===== config.mk =====
export PLATFORM = sky130hd
export DESIGN_NAME = crc_engine
export DESIGN_NICKNAME = d
export VERILOG_FILES = /design/src/rtl/crc_pkg.sv /design/src/rtl/crc_step.sv /design/src/rtl/crc_engine.sv
export SDC_FILE = /design/constraint.sdc
export NUM_CORES = 1
export LEC_CHECK = 0
export BUFFER_PORTS_ARGS = -buffer_cell sky130_fd_sc_hd__buf_2
export CORE_MARGIN = 2
export CORE_UTILIZATION = 48
export DETAILED_ROUTE_END_ITERATION = 6
export GPL_ROUTABILITY_DRIVEN = 0
export HOLD_SLACK_MARGIN = 0.08
export MAX_ROUTING_LAYER = met4
export PLACE_DENSITY = 0.77
export SYNTH_ARGS = -nofsm -noshare
export SYNTH_HDL_FRONTEND = slang
export SYNTH_SLANG_ARGS = --single-unit

===== constraint.sdc =====
create_clock -name clk_i -period 1.4 [get_ports clk_i]
set_input_delay 0.28 -clock clk_i [delete_from_list [all_inputs] [get_ports clk_i]]
set_output_delay 0.28 -clock clk_i [all_outputs]
set_load 0.01 [all_outputs]

===== src/rtl/crc_pkg.sv =====
// Shared types and helpers for the parametrised CRC engine.
// Holds the FSM state encoding, bit-reversal helpers and reference check values.
package crc_pkg;

  typedef enum logic [1:0] {
    IDLE = 2'd0,
    BUSY = 2'd1,
    DONE = 2'd2
  } state_t;

  // Standard check values for the ASCII string "123456789".
  localparam logic [7:0]  CHECK_CRC8_MAXIM   = 8'hA1;
  localparam logic [15:0] CHECK_CRC16_CCITT  = 16'h29B1;
  localparam logic [31:0] CHECK_CRC32        = 32'hCBF43926;

  function automatic logic [7:0] reverse8(input logic [7:0] v);
    logic [7:0] r;
    r = '0;
    for (int i = 0; i < 8; i++) begin
      r[i] = v[7-i];
    end
    return r;
  endfunction

  // Reverses the low w bits of v; bits at and above w come back as zero.
  function automatic logic [31:0] reverse_w(input logic [31:0] v, input int w);
    logic [31:0] r;
    logic [4:0]  j;
    r = '0;
    for (int i = 0; i < 32; i++) begin
      j = 5'(w - 1 - i);
      r[i] = (i < w) ? v[j] : 1'b0;
    end
    return r;
  endfunction

endpackage


===== src/rtl/crc_step.sv =====
// Combinational fold of BPC data bits into a CRC_W-bit register, MSB-first update.
// bits_in[0] is consumed first.
module crc_step #(
  parameter int          CRC_W = 8,
  parameter logic [31:0] POLY  = 32'h31,
  parameter int          BPC   = 1
) (
  input  logic [CRC_W-1:0] crc_in,
  input  logic [BPC-1:0]   bits_in,
  output logic [CRC_W-1:0] crc_out
);

  localparam logic [CRC_W-1:0] POLY_T = POLY[CRC_W-1:0];

  logic [CRC_W-1:0] c;
  logic             fb;

  always_comb begin
    c  = crc_in;
    fb = 1'b0;
    for (int i = 0; i < BPC; i++) begin
      fb = c[CRC_W-1] ^ bits_in[i];
      c  = (c << 1) ^ (fb ? POLY_T : '0);
    end
    crc_out = c;
  end

endmodule


===== src/rtl/crc_engine.sv =====
// Serial CRC engine: one byte per 8/BPC+1 cycles over valid/ready, result on read request.
// The register re-initialises to INIT after every delivered result or clear.
module crc_engine
  import crc_pkg::*;
#(
  parameter int          CRC_W  = 8,
  parameter logic [31:0] POLY   = 32'h31,
  parameter logic [31:0] INIT   = 32'h0,
  parameter bit          REFIN  = 1'b1,
  parameter bit          REFOUT = 1'b1,
  parameter logic [31:0] XOROUT = 32'h0,
  parameter int          BPC    = 1
) (
  input  logic             clk_i,
  input  logic             rst_i,
  input  logic             clear_i,
  input  logic [7:0]       din_i,
  input  logic             din_valid_i,
  output logic             din_ready_o,
  input  logic             crc_rd_i,
  output logic [CRC_W-1:0] crc_o,
  output logic             crc_valid_o,
  output logic             busy_o
);

  localparam logic [CRC_W-1:0] INIT_T = INIT[CRC_W-1:0];
  localparam logic [CRC_W-1:0] XOR_T  = XOROUT[CRC_W-1:0];
  localparam logic [3:0]       STEP   = 4'(BPC);
  localparam logic [3:0]       LAST   = 4'(8 - BPC);

  state_t           state;
  logic [CRC_W-1:0] crc_reg;
  logic [CRC_W-1:0] crc_next;
  logic [CRC_W-1:0] result;
  logic [3:0]       cnt;
  logic [7:0]       sreg;

  crc_step #(
    .CRC_W (CRC_W),
    .POLY  (POLY),
    .BPC   (BPC)
  ) u_step (
    .crc_in  (crc_reg),
    .bits_in (sreg[BPC-1:0]),
    .crc_out (crc_next)
  );

  assign result = (REFOUT ? CRC_W'(reverse_w(32'(crc_reg), CRC_W)) : crc_reg) ^ XOR_T;

  assign din_ready_o = (state == IDLE);
  assign busy_o      = (state != IDLE);

  always_ff @(posedge clk_i or posedge rst_i) begin
    if (rst_i) begin
      state       <= IDLE;
      crc_reg     <= INIT_T;
      crc_o       <= '0;
      crc_valid_o <= 1'b0;
      cnt         <= '0;
      sreg        <= '0;
    end else begin
      crc_valid_o <= 1'b0;
      case (state)
        IDLE: begin
          if (clear_i) begin
            crc_reg <= INIT_T;
          end else if (din_valid_i) begin
            // The shifter always eats bit 0 first; a non-reflected byte goes in MSB first.
            sreg  <= REFIN ? din_i : reverse8(din_i);
            cnt   <= '0;
            state <= BUSY;
          end else if (crc_rd_i) begin
            state <= DONE;
          end
        end
        BUSY: begin
          if (clear_i) begin
            crc_reg <= INIT_T;
            state   <= IDLE;
          end else begin
            crc_reg <= crc_next;
            sreg    <= sreg >> BPC;
            cnt     <= cnt + STEP;
            if (cnt == LAST) begin
              state <= IDLE;
            end
          end
        end
        DONE: begin
          // A clear arriving here does not suppress the result already requested.
          crc_o       <= result;
          crc_valid_o <= 1'b1;
          crc_reg     <= INIT_T;
          state       <= IDLE;
        end
        default: state <= IDLE;
      endcase
    end
  end

endmodule


==> run summary <==
Starting Density: 49.7%
Final #Nets: 156
overall routed net length: 2.44 mm
Post-Synthesis Net Count: 117
Post-Synth Adder-Cell Area: 0.929%
highest-count cells in the layout ignoring fill and taps: sky130_fd_sc_hd__dfrtp_1 (29), sky130_fd_sc_hd__buf_2 (23), sky130_fd_sc_hd__a22o_1 (10), sky130_fd_sc_hd__buf_4 (10)
achievable clock frequency: 693 MHz
Max Root-Sink Buffers: 2
clock transition at the registers of the reported paths: 0.10 ns
ratio of total power to cell area: 1380 nW/um2
slowest cell on the critical path: sky130_fd_sc_hd__or4b_4
cell types occupying the most area after synthesis: sky130_fd_sc_hd__dfrtp_1 (58%), sky130_fd_sc_hd__mux2_2 (7.5%), sky130_fd_sc_hd__a22o_1 (6.5%)
CP cell instances: buf_6 > or4b_4 > o21ai_4 > a22o_1
least setup slack across all paths after layout: -0.0436 ns
startpoint kind of the worst setup timing path: flop
post-place instance area: 1550 um2
kind of end point of the critical path: flop
largest net degree at the start of global routing: 32
Worst Path Required: 1.67 ns
Die Ht: 57.0 um
Ant. Diodes: 0
Seq/Total Area, Yosys: 57.6%
utilization of the core after routing: 62.8%
via density per instance: 5.55
multiplexer area fraction after synthesis: 12.7%
share of the synthesized area in the top cell type: 57.6%
result of the run: finished with violations
final hold viol count: 0
number of nets with antenna violations after detailed routing: 0
count of buffers inserted at the top-level ports: 23
time the worst path needs with I/O delays and setup: 1.44 ns
total number of clock tree sinks: 31
TritonCTS buffer count: 5
# IOs: 24
Post-Synth XOR/XNOR Area: 1.95%
fraction of final layout cells sized beyond drive strength 1: 44.1%
Via Count: 966
count of routing violations after the opening detailed-route iteration: 9
summed area of non-filler cells in the final layout: 1700 um2
arrival time reported for the critical path endpoint: 1.72 ns
signed area change from the synthesized netlist to the final layout: 26.5%
period utilisation layout: 103%
Cell Count Post-Placement: 163
Worst Setup Path Type: reg2reg
critical path fanouts, max: 8
dpl ws: -0.0216 ns
cell count after synthesis: 103
final count of negative-setup-slack endpoints: 10
Core ar.: 2710 um2
dominant combinational cell family by area after synthesis: compound AO/OA/AOI/OAI gates
complex-gate fraction of the synthesized area: 13.8%
all-layer global routing usage: 18.7%
number of global-route vias before repair: 1034
Post-Synth Simple-Gate Area: 10.7%
number of pins with negative max-slew slack in the final report: 0
CTS H-tree lvls: 2
Final HPWL DP: 1.76 mm
Synth warnings: 0
DRC: 0
initial antenna violation count: 0
wire length per cell after detailed routing: 14.0 um
critical path's largest stage delay: 0.51 ns
Post-Syn Area per Cell: 13.1 um2
Synth Register Bits: 31
transition time at the pin with the least slew margin: 0.375 ns
area of the die: 3240 um2
Max VDD drop: 1180 uV
worst relative slew slack: 75.0%
first-pass GRT wire length: 4.52 mm
Layout Cells excl Fill: 174
clock insertion delay at the later pin of the skew report: 0.32 ns
RSZ-0062 raised after global routing: true
Yosys cell types: 28
post-layout total power: 2350 uW
Final Skew: 0.00440 ns
most common cell after layout, fill and taps aside: sky130_fd_sc_hd__dfrtp_1
clock tree from TritonCTS: done
static power due to leakage: 0.000868 uW
Chip Width: 57.0 um
total overflow reported by the global router: 0
Max Cap Viol: 0
class of the tightest hold or removal check: in2reg
count of TritonRoute iterations in the first routing pass: 3
violations in the final reports: setup timing
post-synth top area cell: sky130_fd_sc_hd__dfrtp_1
clk root buf: sky130_fd_sc_hd__clkbuf_4
Core Rows: 19
synthesized area: 1350 um2
## worst max-delay path: cells and delay by family (launching register included)
kind                   cells  cell delay [ns]
DFF                        1             0.43
AOI/OAI and AO/OA          2             0.31
buffers and inverters      1             0.14
and+or+nand+nor            1             0.51
## layer usage
| metal | GRT usage, % | vias up | share of wire (%) |
|---|---|---|---|
| li1 | - | 460 | - |
| met1 | 21.6 | 480 | 42 |
| met2 | 31.0 | 20 | 52 |
| met3 | 6.12 | 6 | 4.5 |
| met4 | 5.98 | 0 | 1.4 |
| met5 | - | - | 0 |
## worst paths after layout
path / from / to / slack (ns) / cells after the start
hold / removal: din_valid_i / state[1] / 0.13 / 2
max in group asynchronous: rst_i / state[1] / 0.55 / 4
setup / recovery: state[1] / cnt[2] / -0.04 / 4
hold reg to reg: crc_o[0] / crc_o[0] / 0.51 / 1
min in group asynchronous: rst_i / crc_reg[4] / 0.56 / 4
setup reg to reg: state[1] / cnt[2] / -0.04 / 4
## per-stage QoR
step	hold slack (ns)	TNS, ns
2_1_floorplan	0.350	0
3_3_place_gp	0.366	0
3_5_place_dp	0.376	-0.0850
4_1_cts	0.113	-0.243
5_1_grt	0.116	-0.829
6_report	0.128	-0.323
## cell families after synthesis
kind of cell | count (synthesis)
xor+xnor | 3
mux | 16
buf+inv | 6
compound gates | 25
flops | 31
simple gates | 21
fa+ha+maj | 1
## synth_stat cells
library cell and n:
sky130_fd_sc_hd__a21oi_1 9, sky130_fd_sc_hd__a22o_1 10, sky130_fd_sc_hd__a32o_1 1, sky130_fd_sc_hd__buf_2 3
sky130_fd_sc_hd__buf_4 1, sky130_fd_sc_hd__dfrtp_1 31, sky130_fd_sc_hd__ha_1 1, sky130_fd_sc_hd__inv_1 2
sky130_fd_sc_hd__mux2_2 9, sky130_fd_sc_hd__mux2i_1 7, sky130_fd_sc_hd__nand2_1 4, sky130_fd_sc_hd__nand2b_1 1
sky130_fd_sc_hd__nand3_1 1, sky130_fd_sc_hd__nor2_1 1, sky130_fd_sc_hd__nor2_2 1, sky130_fd_sc_hd__nor2b_1 1
sky130_fd_sc_hd__nor3_1 7, sky130_fd_sc_hd__nor3b_1 1, sky130_fd_sc_hd__nor3b_2 1, sky130_fd_sc_hd__nor4b_1 1
sky130_fd_sc_hd__nor4b_4 1, sky130_fd_sc_hd__o21a_1 1, sky130_fd_sc_hd__o21ai_0 1, sky130_fd_sc_hd__o21ai_2 1
sky130_fd_sc_hd__o21ai_4 1, sky130_fd_sc_hd__o22ai_1 1, sky130_fd_sc_hd__or4b_4 1, sky130_fd_sc_hd__xor2_1 3
## report_power, final
part | switching [uW] | internal [uW] | leakage [uW]
clock network | 301 | 422 | 0.0000482
logic | 230 | 251 | 0.000420
registers | 107 | 1040 | 0.000400
total | 638 | 1710 | 0.000868
## repair_timing
action	4_1_cts	5_1_grt
resized for setup	8	3
buffers inserted	2	0
hold endpoints to repair	31	0
pin swaps	4	1
endpoints found under the setup margin	14	20
hold buffers	1	0
## area by class of cell
type,count,area (um2)
clock buffer,6,51.3
clock inverter,2,35.0
fill,218,1010
inverter,2,7.51
multi-input combinational,66,569
sequential,31,778
tap,31,38.8
timing repair buffer,36,223
Note: power is estimated with default switching activity, not from simulation.
